**src/rtl/arb_pkg.sv**
```systemverilog
// Shared types and helpers for the round-robin memory arbiter.
package arb_pkg;

    typedef enum logic [1:0] {
        IDLE    = 2'd0,
        BUSY    = 2'd1,
        RELEASE = 2'd2
    } arb_state_e;

    localparam int TIMEOUT_DFLT = 0;

    function automatic int clog2(input int n);
        int r;
        int v;
        r = 0;
        v = 1;
        while (v < n) begin
            v = v * 2;
            r++;
        end
        return r;
    endfunction

endpackage

```
**src/rtl/arb_rr_pick.sv**
```systemverilog
// Round-robin winner select: rotate the eligible mask to start after the
// last grant, priority-encode, then map the offset back to a port index.
module rr_pick
    import arb_pkg::*;
#(
    parameter int NREQ = 4,
    localparam int IDW = clog2(NREQ)
) (
    input  logic [NREQ-1:0] eligible,
    input  logic [IDW-1:0]  last,
    output logic            any,
    output logic [IDW-1:0]  winner
);

    logic [IDW:0]    start;
    logic [IDW:0]    off;
    logic [IDW:0]    sum;
    logic [NREQ-1:0] rot;

    always_comb begin
        start = (last >= IDW'(NREQ - 1)) ? '0 : {1'b0, last} + 1'b1;
        rot   = NREQ'({eligible, eligible} >> start);
        off   = '0;
        for (int i = NREQ - 1; i >= 0; i--) begin
            if (rot[i]) off = (IDW+1)'(i);
        end
        sum = start + off;
        if (sum >= (IDW+1)'(NREQ)) sum = sum - (IDW+1)'(NREQ);
        winner = sum[IDW-1:0];
        any    = |eligible;
    end

endmodule

```
**src/rtl/arb_rr.sv**
```systemverilog
// Round-robin arbiter multiplexing NREQ requester ports onto one memory port,
// with per-port enable masking, a bus watchdog and a grant-id output.
//
// state   | meaning
// IDLE    | waiting for an eligible request; arbitrates every cycle
// BUSY    | master request outstanding for port cur; watchdog running
// RELEASE | one-cycle completion/abort pulse; no arbitration
module arb_rr
    import arb_pkg::*;
#(
    parameter int NREQ    = 4,
    parameter int AW      = 64,
    parameter int DW      = 64,
    parameter int TIMEOUT = TIMEOUT_DFLT,
    localparam int IDW    = clog2(NREQ)
) (
    input  logic               clk,
    input  logic               reset,
    input  logic [NREQ-1:0]    req_en,
    input  logic [NREQ*AW-1:0] addr_a,
    input  logic [NREQ*DW-1:0] dout_a,
    input  logic [NREQ-1:0]    req_a,
    input  logic [NREQ-1:0]    wr_a,
    output logic [NREQ*DW-1:0] din_a,
    output logic [NREQ-1:0]    rdy_a,
    output logic [NREQ-1:0]    err_a,
    output logic [AW-1:0]      addr_m,
    output logic [DW-1:0]      dout_m,
    output logic               req_m,
    output logic               wr_m,
    input  logic [DW-1:0]      din_m,
    input  logic               rdy_m,
    output logic               busy,
    output logic [IDW-1:0]     grant_id
);

    localparam int TCW = (clog2(TIMEOUT + 1) < 1) ? 1 : clog2(TIMEOUT + 1);
    localparam logic [TCW-1:0] TC_LAST = TCW'(TIMEOUT - 1);

    arb_state_e      state, state_nxt;
    logic [IDW-1:0]  last, last_nxt;
    logic [IDW-1:0]  cur, cur_nxt;
    logic [TCW-1:0]  tcnt, tcnt_nxt;
    logic [AW-1:0]   addr_nxt;
    logic [DW-1:0]   dout_nxt;
    logic            req_nxt, wr_nxt;
    logic [NREQ-1:0] rdy_nxt, err_nxt;
    logic [DW-1:0]   din_q, din_nxt;
    logic            any;
    logic [IDW-1:0]  winner;
    logic            timeout_hit;

    rr_pick #(.NREQ(NREQ)) u_pick (
        .eligible (req_a & req_en),
        .last     (last),
        .any      (any),
        .winner   (winner)
    );

    assign timeout_hit = (TIMEOUT > 0) && (tcnt == TC_LAST);
    assign din_a       = {NREQ{din_q}};
    assign grant_id    = cur;

    always_comb begin
        state_nxt = state;
        last_nxt  = last;
        cur_nxt   = cur;
        tcnt_nxt  = tcnt;
        addr_nxt  = addr_m;
        dout_nxt  = dout_m;
        req_nxt   = req_m;
        wr_nxt    = wr_m;
        rdy_nxt   = '0;
        err_nxt   = '0;
        din_nxt   = din_q;
        unique case (state)
            IDLE: begin
                if (any) begin
                    state_nxt = BUSY;
                    cur_nxt   = winner;
                    tcnt_nxt  = '0;
                    addr_nxt  = addr_a[int'(winner)*AW +: AW];
                    dout_nxt  = dout_a[int'(winner)*DW +: DW];
                    wr_nxt    = wr_a[winner];
                    req_nxt   = 1'b1;
                end
            end
            BUSY: begin
                // completion takes priority over a watchdog expiring on the same edge
                if (rdy_m) begin
                    din_nxt      = din_m;
                    rdy_nxt[cur] = 1'b1;
                    req_nxt      = 1'b0;
                    wr_nxt       = 1'b0;
                    last_nxt     = cur;
                    state_nxt    = RELEASE;
                end else if (timeout_hit) begin
                    err_nxt[cur] = 1'b1;
                    req_nxt      = 1'b0;
                    wr_nxt       = 1'b0;
                    last_nxt     = cur;
                    state_nxt    = RELEASE;
                end else if (tcnt != '1) begin
                    tcnt_nxt = tcnt + 1'b1;
                end
            end
            RELEASE: state_nxt = IDLE;
            default: state_nxt = IDLE;
        endcase
    end

    always_ff @(posedge clk or negedge reset) begin
        if (!reset) begin
            state  <= IDLE;
            last   <= IDW'(NREQ - 1);
            cur    <= '0;
            tcnt   <= '0;
            addr_m <= '0;
            dout_m <= '0;
            req_m  <= 1'b0;
            wr_m   <= 1'b0;
            rdy_a  <= '0;
            err_a  <= '0;
            din_q  <= '0;
            busy   <= 1'b0;
        end else begin
            state  <= state_nxt;
            last   <= last_nxt;
            cur    <= cur_nxt;
            tcnt   <= tcnt_nxt;
            addr_m <= addr_nxt;
            dout_m <= dout_nxt;
            req_m  <= req_nxt;
            wr_m   <= wr_nxt;
            rdy_a  <= rdy_nxt;
            err_a  <= err_nxt;
            din_q  <= din_nxt;
            busy   <= (state_nxt != IDLE);
        end
    end

endmodule

```
**config.mk**
```make
export PLATFORM = sky130hd
export DESIGN_NAME = arb_rr
export DESIGN_NICKNAME = d
export VERILOG_FILES = /design/src/rtl/arb_pkg.sv /design/src/rtl/arb_rr_pick.sv /design/src/rtl/arb_rr.sv
export SDC_FILE = /design/constraint.sdc
export NUM_CORES = 1
export LEC_CHECK = 0
export CORE_AREA = 2 2 389 391
export CTS_CLUSTER_SIZE = 10
export DETAILED_ROUTE_END_ITERATION = 10
export DIE_AREA = 0 0 391 393
export HOLD_SLACK_MARGIN = 0.06
export MAX_ROUTING_LAYER = met4
export PLACE_DENSITY_LB_ADDON = 0.2
export RECOVER_POWER = 100
export SLEW_MARGIN = 20
export SYNTH_ARGS = -nofsm -noshare
export SYNTH_HDL_FRONTEND = slang
export SYNTH_HIERARCHICAL = 1
export SYNTH_SLANG_ARGS = --single-unit
```
**constraint.sdc**
```tcl
create_clock -name clk -period 2.8 [get_ports clk]
set_input_delay 0.56 -clock clk [delete_from_list [all_inputs] [get_ports clk]]
set_output_delay 0.56 -clock clk [all_outputs]
set_load 0.005 [all_outputs]
```
==> results of run 1 <==
==> layout make-up <==
type	count	area, sq um
Antenna cell	25	62.6
Clock buffer	47	926
Clock inverter	9	45.0
Fill cell	16700	124000
Inverter	1	3.75
Multi-Input combinational cell	754	5830
Sequential cell	205	5130
Tap cell	1944	2430
Timing Repair Buffer	1118	11200
==> final timing paths <==
kind                       cells after the start    endpoint      start  slack, ns
setup / recovery                              10  dout_m[62]   req_a[3]       0.09
hold / removal                                 3   din_q[17]  din_m[17]       0.46
setup reg to reg                               8  dout_m[62]    last[0]       0.12
hold reg to reg                                2       req_m      req_m       0.47
max in group asynchronous                      3  addr_m[10]      reset       0.41
min in group asynchronous                      2  addr_m[49]      reset       0.97
==> repair_timing <==
item,4_1_cts,5_1_grt
buffers inserted,0,0
hold endpoints to repair,36,0
hold buffers,1,0
endpoints found under the setup margin,0,0
==> registers in the layout, indices dropped and copies added (netlist names) <==
register,cells
last,2
grant_id,2
rdy_a,4
state,2
dout_m,64
busy,1
din_q,64
req_m,1
addr_m,64
wr_m,1
==> through the flow <==
stage	hold WS, ns	setup TNS [ns]	worst slack, ns
floorplan	0.264	0	0.367
global placement	0.466	-37.27	-0.447
detailed placement	0.463	-36.70	-0.448
CTS	0.373	0	0.135
global route	0.421	0	0.0462
finish	0.464	0	0.0873
==> worst max-delay path, cell delays in order <==
cell and delay (ns):
clkdlybuf4s50_1 0.52, and2_0 0.33, nor2b_1 0.10, and2_0 0.20, o31ai_4 0.36, buf_12 0.22, buf_12 0.24, mux2i_1 0.37
buf_4 0.17, o221ai_2 0.08
==> power groups by stage <==
stage / sequential, mW / clock (mW) / combinational (mW)
global placement: 5.91 / 0 / 16.8
CTS: 5.91 / 4.17 / 16.7
floorplan: 5.53 / 0 / 8.12
finish: 5.74 / 3.91 / 15.2
global route: 5.97 / 4.24 / 16.4
detailed placement: 5.93 / 0 / 16.7
==> routing by layer <==
| metal | routed length, um | up-vias | GRT usage | part of all wire |
|---|---|---|---|---|
| li1 | - | 5974 | - | - |
| met1 | 33400 | 6123 | 0.122 | 0.40 |
| met2 | 43500 | 516 | 0.186 | 0.52 |
| met3 | 5510 | 74 | 0.0283 | 0.065 |
| met4 | 2000 | 0 | 0.0281 | 0.024 |
| met5 | 0 | - | - | 0 |
==> synthesized netlist by cell type, types with 2 or more instances <==
library cell  instances  area share
nor2_1                3     0.00087
and2_1                4      0.0019
dfstp_2               2      0.0041
o21ai_0               2     0.00078
o31ai_1               2      0.0012
buf_6                13       0.011
buf_2                26       0.010
buf_4               197        0.11
o221ai_2             99        0.12
mux2i_1             258        0.20
nand2_1             331       0.097
o221ai_1             30       0.020
nor3_1                2     0.00078
or3b_1                2      0.0014
clkbuf_1             46       0.013
dfrtp_1             203        0.39
==> placed cells by master, fill, tap and decap left out, types with 2 or more instances in the layout <==
| cell | count |
|---|---|
| clkinv_2 | 9 |
| dfstp_2 | 2 |
| dfrtp_1 | 203 |
| mux2i_1 | 258 |
| and2_1 | 3 |
| nand2_1 | 331 |
| and2_0 | 2 |
| o221ai_2 | 98 |
| buf_4 | 71 |
| clkbuf_2 | 11 |
| clkdlybuf4s50_1 | 589 |
| clkbuf_4 | 7 |
| o21ai_0 | 2 |
| clkbuf_16 | 31 |
| o221ai_1 | 31 |
| conb_1 | 4 |
| nor2_1 | 3 |
| dlygate4sd3_1 | 394 |
| buf_12 | 33 |
| diode_2 | 25 |
| clkbuf_8 | 9 |
| clkbuf_1 | 20 |
| nor3_1 | 2 |
==> kinds of logic (layout without fill, tap and decap cells) <==
logic type      count (synthesis)  after routing  share of synthesized area
other cells                     1             29                   0.000291
mux                           259            259                      0.202
simple gates                  352            352                      0.107
buf+inv                       284           1175                      0.150
fa+ha+maj                       1              1                   0.000972
compound gates                138            138                      0.141
flops                         205            205                      0.399
==> results.py, run 1 <==
metrics = {
    "die": {
        "core_sq_um": 149000,
        "io_pins": 988,
        "num_rows": 142,
        "die_area_sq_um": 154000,
        "fp.dieH_um": 393,
        "start_util": 0.0862,
        "die_w_um": 391,
    },
    "timing": {
        "fin_skew_ns": 0.0119,
        "worstMarginPinSlew_ns": 1.92,
        "slew_viol_final": 45,
        "fmax_mhz": 369,
        "rsz0062_at_grt": "false",
        "finalCriticalPeriod_ns": 2.71,
        "hold_viol": 0,
        "min_period_over_period": 0.969,
        "finalSetupViolations": 0,
        "maxSlewHeadroom": -0.280,
    },
    "route": {
        "drt_iter0_markers": 489,
        "wl_per_cell_um": 20.6,
        "vias_per_cell": 3.09,
        "postRouteAntennaNets": 0,
        "drc_errors": 0,
        "vias": 12700,
        "postRouteWirelength_mm": 84.4,
        "dr.pass1.iters": 5,
    },
    "critical_path": {
        "required_ns": 3.30,
        "path_class": "in -> reg",
        "crit_arrival_ns": 3.21,
        "start_kind": "primary input",
        "cp-end-kind": "register",
        "crit_path_max_fanout": 28,
    },
    "layout": {
        "layout-drive-gt1-share": 0.129,
        "fin_cells": 4103,
        "finalNetCount": 2702,
        "syn_to_final_growth_pct": 99.1,
        "stdcell_area_sq_um": 25600,
        "final_util": 0.172,
    },
    "grt": {
        "grt_use_total": 0.107,
        "antenna_found_initial": 28,
        "overflow": 0,
        "grt_pass1_vias": 13300,
        "grt_pass1_wl_mm": 112,
        "grt_max_degree": 57,
    },
    "yosys": {
        "synth_cells": 1240,
        "synth.distinct_cells": 36,
        "ys_warn_count": 6,
        "synthesis.area_sq_um": 12900,
        "yosys_register_bits": 205,
        "ys_seq_area_frac": 0.399,
        "synth.avg_cell_area_sq_um": 10.4,
        "ys.flop_type": "dfrtp_1",
        "synth-async-reset-ratio": 1.00,
        "synth_edf_count": 0,
    },
    "clock_network": {
        "clock_path_buffers": 3,
        "cts_buffers": 30,
        "cts_resized": 0,
        "clock_latency_ns": 0.63,
        "cts_sinks": 205,
        "path_clk_slew_ns": 0.07,
        "cts_tree": "yes",
        "cts-root-buf": "clkbuf_16",
        "htree_num_levels": 1,
    },
    "place": {
        "dpl.cell_count": 4021,
        "placedInstanceArea_sq_um": 24700,
        "io_buffers": 983,
        "dpl.hpwl_mm": 71.2,
        "place_congestion": 0.769,
    },
    "min_path": {
        "worstHoldPathType": "in -> reg",
    },
    "power_and_ir_drop": {
        "p_comb_frac": 0.611,
        "vdd_drop_max_v": 0.000464,
        "power.static_leakage_nw": 10.9,
        "p_seq_frac": 0.231,
        "p_per_area_nw_per_um2": 968,
        "swShare": 0.401,
        "p_sw_mw": 9.95,
        "power.total_mw": 24.8,
        "intPower_mw": 14.8,
        "p_clk_frac": 0.158,
    },
    "flow_run": {
        "drv_cap": 1,
    },
    "outcome": {
        "outcome": "complete, but fails checks",
        "violations": "capacitance limit, slew limit",
    },
}
Note: power is estimated with default switching activity, not from simulation.
==> run 2: changes to the inputs <==
Settings changed: CTS_BUF_LIST set to sky130_fd_sc_hd__clkbuf_4 sky130_fd_sc_hd__clkbuf_8.
==> results.py, run 2 (synthesis gave the netlist of run 1 again) <==
metrics = {
    "grt": {
        "grt_max_degree": 57,
        "antenna_found_initial": 27,
        "grt_pass1_wl_mm": 112,
        "overflow": 0,
        "grt_pass1_vias": 13400,
        "grt_use_total": 0.108,
    },
    "layout": {
        "final_cell_mix": "589 x clkdlybuf4s50_1, 394 x dlygate4sd3_1, 331 x nand2_1, 258 x mux2i_1, 203 x dfrtp_1",
        "mostFrequentLayoutCell": "clkdlybuf4s50_1",
        "stdcell_area_sq_um": 25500,
        "seq_area_sq_um": 5130,
        "syn_to_final_growth_pct": 98.1,
        "final_util": 0.171,
        "multi_input_area_sq_um": 5650,
        "finalNetCount": 2721,
        "reg_top3": "addr_m (64), din_q (64), dout_m (64)",
        "fin_cells": 4131,
        "fillers": 16700,
        "layout-drive-gt1-share": 0.131,
    },
    "timing": {
        "hold_viol": 0,
        "slew_viol_final": 46,
        "maxSlewHeadroom": -0.266,
        "finalCriticalPeriod_ns": 2.69,
        "fin_skew_ns": 0.0225,
        "fmax_mhz": 372,
        "min_period_over_period": 0.960,
        "rsz0062_at_grt": "false",
        "worstMarginPinSlew_ns": 1.90,
        "finalSetupViolations": 0,
    },
    "flow_run": {
        "drv_cap": 1,
    },
    "critical_path": {
        "start_kind": "primary input",
        "cpPeakStageDelay_ns": 0.52,
        "required_ns": 3.33,
        "cp_top_family": "buffers and inverters",
        "cp-end-kind": "register",
        "critPathCapture": "dout_m[62]",
        "worstReg2RegStart": "last[0]",
        "r2r_cells": 8,
        "cpMaxStageDelayCell": "clkdlybuf4s50_1",
        "cp.depth": 10,
        "worst-r2r-setup-slack_ns": 0.12,
        "crit_path_max_fanout": 28,
        "worstReg2RegEnd": "dout_m[62]",
        "crit_start": "req_a[3]",
        "cp_num_buf_inv": 4,
        "path_class": "in -> reg",
        "crit_arrival_ns": 3.22,
        "worstPathCellList": "clkdlybuf4s50_1 -> and2_0 -> nor2b_1 -> and2_0 -> o31ai_4 -> buf_12 -> buf_12 -> mux2i_1 -> buf_4 -> o221ai_1",
    },
    "clock_network": {
        "path_clk_slew_ns": 0.06,
        "cts_hold_buf": 1,
        "clock_latency_ns": 0.65,
        "cts-root-buf": "clkbuf_8",
        "cts_resized": 0,
        "clock_path_buffers": 3,
        "cts_tree": "yes",
        "htree_num_levels": 2,
        "cts_buffers": 49,
        "cts_sinks": 205,
        "post_cts_buffers": 0,
    },
    "power_and_ir_drop": {
        "power.static_leakage_nw": 10.9,
        "p_per_area_nw_per_um2": 967,
        "power.total_mw": 24.6,
        "vdd_drop_max_v": 0.000359,
    },
    "outcome": {
        "violations": "capacitance limit, slew limit",
        "outcome": "complete, but fails checks",
    },
    "die": {
        "fp.dieH_um": 393,
        "core_sq_um": 149000,
        "num_rows": 142,
        "die_area_sq_um": 154000,
        "die_w_um": 391,
        "io_pins": 988,
        "start_util": 0.0862,
    },
    "route": {
        "wl_per_cell_um": 20.5,
        "postRouteAntennaNets": 0,
        "postRouteWirelength_mm": 84.6,
        "vias_per_cell": 3.09,
        "dr.pass1.iters": 5,
        "vias": 12700,
        "drt_iter0_markers": 423,
        "drc_errors": 0,
    },
    "place": {
        "io_buffers": 983,
        "dpl.cell_count": 4021,
        "place_congestion": 0.769,
        "dpl.hpwl_mm": 71.2,
        "placedInstanceArea_sq_um": 24700,
    },
    "min_path": {
        "worstHoldPathType": "in -> reg",
    },
}
## run 2: changes by cell type in the layout (fill, tap and decap cells not counted), moves of 3 or more
cell       previous run  this run
clkbuf_8              9        67
clkbuf_16            31         0
o221ai_1             31        58
o221ai_2             98        71
clkbuf_4              7        16
clkbuf_2             11        18
clkbuf_1             20        14
clkinv_2              9         3
buf_4                71        67
buf_12               33        30
## run 2: cell type report
type | count | area share
repair buffers | 1118 | 0.437
multi-input cells | 754 | 0.222
flip-flops and latches | 205 | 0.201
well taps | 1944 | 0.0954
clock buffers | 79 | 0.0397
clock inverters | 6 | 0.00255
diodes | 24 | 0.00236
inverters | 1 | 0.000147
## run 2: metal layers
metal | track usage | up-vias | part of all wire
met4 | 0.0295 | 0 | 0.022
met2 | 0.186 | 540 | 0.51
met3 | 0.0314 | 87 | 0.071
li1 | - | 6009 | -
met5 | - | - | 0
met1 | 0.122 | 6112 | 0.39
## run 2: report_power, final
part / leakage (nW) / total (mW) / internal (mW) / switching [mW]
combinational: 7.81 / 14.8 / 8.02 / 6.80
clock: 0.574 / 4.08 / 2.36 / 1.71
sequential: 2.54 / 5.76 / 4.41 / 1.34
## run 2: worst min path at each step
stage | from | end | slack, ns | cells past startpoint
after global routing | din_m[21] | din_q[21] | 0.35 | 3
final | din_m[25] | din_q[25] | 0.43 | 3
after detailed placement | last[1] | last[1] | 0.46 | 2
after floorplan | reset | addr_m[0] | 0.26 | 0
after CTS | din_m[17] | din_q[17] | 0.32 | 3
after global placement | last[1] | last[1] | 0.47 | 2
## run 2: worst min-delay path, stage by stage
cell             delay [ns]
clkdlybuf4s50_1        0.39
nand2_1                0.05
nand2_1                0.04
## run 2: stage by stage
stage / hold slack [ns] / setup slack [ns] / setup TNS [ns]
4_1_cts: 0.316 / 0.159 / 0
2_1_floorplan: 0.264 / 0.367 / 0
6_report: 0.430 / 0.113 / 0
3_5_place_dp: 0.463 / -0.448 / -36.70
5_1_grt: 0.350 / 0.0534 / 0
3_3_place_gp: 0.466 / -0.447 / -37.27
==> variant, RTL diff (flow settings as in run 2) <==
Take the reset off `addr_m`, `dout_m` and `din_q` and load them in a clocked block of their own.
--- a/src/rtl/arb_rr.sv
+++ b/src/rtl/arb_rr.sv
@@ -115,29 +115,29 @@
             last   <= IDW'(NREQ - 1);
             cur    <= '0;
             tcnt   <= '0;
-            addr_m <= '0;
-            dout_m <= '0;
             req_m  <= 1'b0;
             wr_m   <= 1'b0;
             rdy_a  <= '0;
             err_a  <= '0;
-            din_q  <= '0;
             busy   <= 1'b0;
         end else begin
             state  <= state_nxt;
             last   <= last_nxt;
             cur    <= cur_nxt;
             tcnt   <= tcnt_nxt;
-            addr_m <= addr_nxt;
-            dout_m <= dout_nxt;
             req_m  <= req_nxt;
             wr_m   <= wr_nxt;
             rdy_a  <= rdy_nxt;
             err_a  <= err_nxt;
-            din_q  <= din_nxt;
             busy   <= (state_nxt != IDLE);
         end
     end
 
+    always_ff @(posedge clk) begin
+        addr_m <= addr_nxt;
+        dout_m <= dout_nxt;
+        din_q  <= din_nxt;
+    end
+
 endmodule
 
Behaviour: not the same (a bounded check fails within 4 cycles, from zero or initial values and one cycle with reset low).
==> variant against run 2 <==
- wire length decreased by 16%
- design area decreased by 9.5%
- die area unchanged
- sequential cell count unchanged
- critical path type unchanged
- core utilization decreased by 1.6 points
- power decreased by 34%
- worst setup slack improved by 0.034 ns
- synthesized cell count decreased by 51%
- synthesized area decreased by 14%
==> variant: results (changes against run 2) <==
Status
  • Status: finished clean

GRT
  • Met3 usage: 0.03586 (+0.004499)
  • Met2 GRT Util: 0.1593 (-0.02631)
  • Antenna violations before repair: 35 (+30%)
  • First-pass GRT wire length: 89900 microns (-20%)
  • Met1 Use GR: 0.09134 (-0.03034)
  • Global Route Usage Sum: 0.09003 (-0.01797)
  • Vias in the first global route: 10120 (-25%)
  • Largest net degree at the start of global routing: 65 (+14%)

Critical path
  • Worst r2r path cells: 7 (-1)
  • Slowest CP cell: dlygate4sd3_1
  • Critical path peak fanout: 15 (-46%)
  • Slowest stage delay, CP: 0.62 ns (+0.10 ns)
  • Worst Path Arrival: 3.03 ns (-0.19 ns)

Place
  • Post-DP HPWL: 61900 microns (-13%)
  • Dpl cells: 3364 (-16%)
  • Pre-CTS WS: -0.4119 ns (+0.03571 ns)
  • Port bufs: 983 (unchanged)
  • Area of placed instances: 22180 sq um (-10%)
  • GPL Wtd Cong: 0.8468 (+10%)

Routing
  • Met3 wire length: 7893 microns (+32%)
  • DR WL/cell: 20.53 microns (+0.28%)
  • Met2 WL: 37790 microns (-13%)
  • DR pass1 iterations: 6 (+1)
  • Initial DRC Count: 359 (-15%)
  • DR vias: 9096 (-29%)
  • Metal-1 WL: 23820 microns (-29%)
  • Max Used Layer: met4

Final layout
  • Filler cells: 16480 (-1.5%)
  • Proportion of layout cells with a drive suffix above 1: 0.1749 (+0.04403)
  • Layout Cells excl Fill: 3462 (-16%)
  • Final net count: 2060 (-24%)
  • Biggest regs: addr_m x64, din_q x64, dout_m x64

Synthesis
  • Synth unique cells: 33 (-8.3%)
  • Synth area leaders: edfxtp_1 52%, mux4_2 26%, buf_4 13%
  • Seq/Total Area, Yosys: 0.5508 (+0.1520)
  • Top cells by count, synth: 198 x buf_4, 192 x edfxtp_1, 129 x mux4_2
  • Synth async-reset ratio: 0.06341 (-0.9366)
  • Post-synth EDFFs: 192 (+192)
  • Yosys Warn Count: 6 (unchanged)
  • Mapped Avg Cell Area: 18.34 sq um (+77%)

Pwr
  • Net Sw Frac: 0.3168 (-0.08303)
  • Lkg Pwr: 7.687 nW (-30%)
  • Maximum vdd drop: 297.6 uV (-17%)

Clock network
  • Worst-path clk slew: 0.06 ns (about the same)
  • Setup Buffers After CTS: 0 (unchanged)
  • CTS max path bufs: 3 (unchanged)
  • # hold bufs at CTS: 0 (-1)
  • Resized cells post-CTS: 0 (unchanged)
  • Cts bufs inserted: 46 (-6.1%)
  • Worst-Skew Late Latency: 0.64 ns

Timing
  • Clock skew: 0.01563 ns (-0.006819 ns)
  • Relative slew slack: 0.2759 (+0.5419)

Worst hold path
  • Hold Path Class: in2async
-- variant: cell types whose count changed in the layout (fill, tap and decap cells not counted), sizes merged, moves of 129 or more --
cell,change
dfrtp,-192
mux4,+129
nand2,-322
mux2i,-257
o221ai,-129
edfxtp,+192
-- variant: path summary, 6_finish.rpt --
kind / endpoint / start / slack, ns
max in group asynchronous: req_m$_DFFE_PN0P_ / reset / 2.03
min in group clk: last[1]$_DFFE_PN1P_ / last[1]$_DFFE_PN1P_ / 0.46
max: dout_m[23]$_DFFE_PP_ / req_a[0] / 0.15
min reg2reg: last[1]$_DFFE_PN1P_ / last[1]$_DFFE_PN1P_ / 0.46
min: grant_id[0]$_DFFE_PN0P_ / reset / 0.37
max reg2reg: dout_m[23]$_DFFE_PP_ / last[0]$_DFFE_PN1P_ / 0.23
-- variant: logic make-up after synthesis --
| kind of cell | share of synthesized area |
|---|---|
| compound gates | 0.006334 |
| fa+ha+maj | 0.001131 |
| buf+inv | 0.1633 |
| flops | 0.5508 |
| mux | 0.2656 |
| other cells | 0.0003390 |
| simple gates | 0.01244 |
-- variant: power by group through the flow --
stage	Combinational, mW	Clock (mW)	Sequential, mW
final	7.64	3.60	5.06
after global routing	8.24	3.95	5.16
after CTS	8.37	3.85	5.15
after detailed placement	8.37	0	5.20
after global placement	8.28	0	5.20
after floorplan	4.13	0	5.07
-- variant: final cells by class --
| class | instances | area [sq um] | share of cell area |
|---|---|---|---|
| clock buffers | 68 | 842.1 | 0.03651 |
| multi-input cells | 173 | 3206 | 0.1390 |
| flip-flops and latches | 205 | 6093 | 0.2642 |
| well taps | 1944 | 2432 | 0.1055 |
| diodes | 14 | 35.03 | 0.001519 |
| inverters | 3 | 12.51 | 0.0005424 |
| repair buffers | 1039 | 10350 | 0.4487 |
| clock inverters | 16 | 95.09 | 0.004123 |
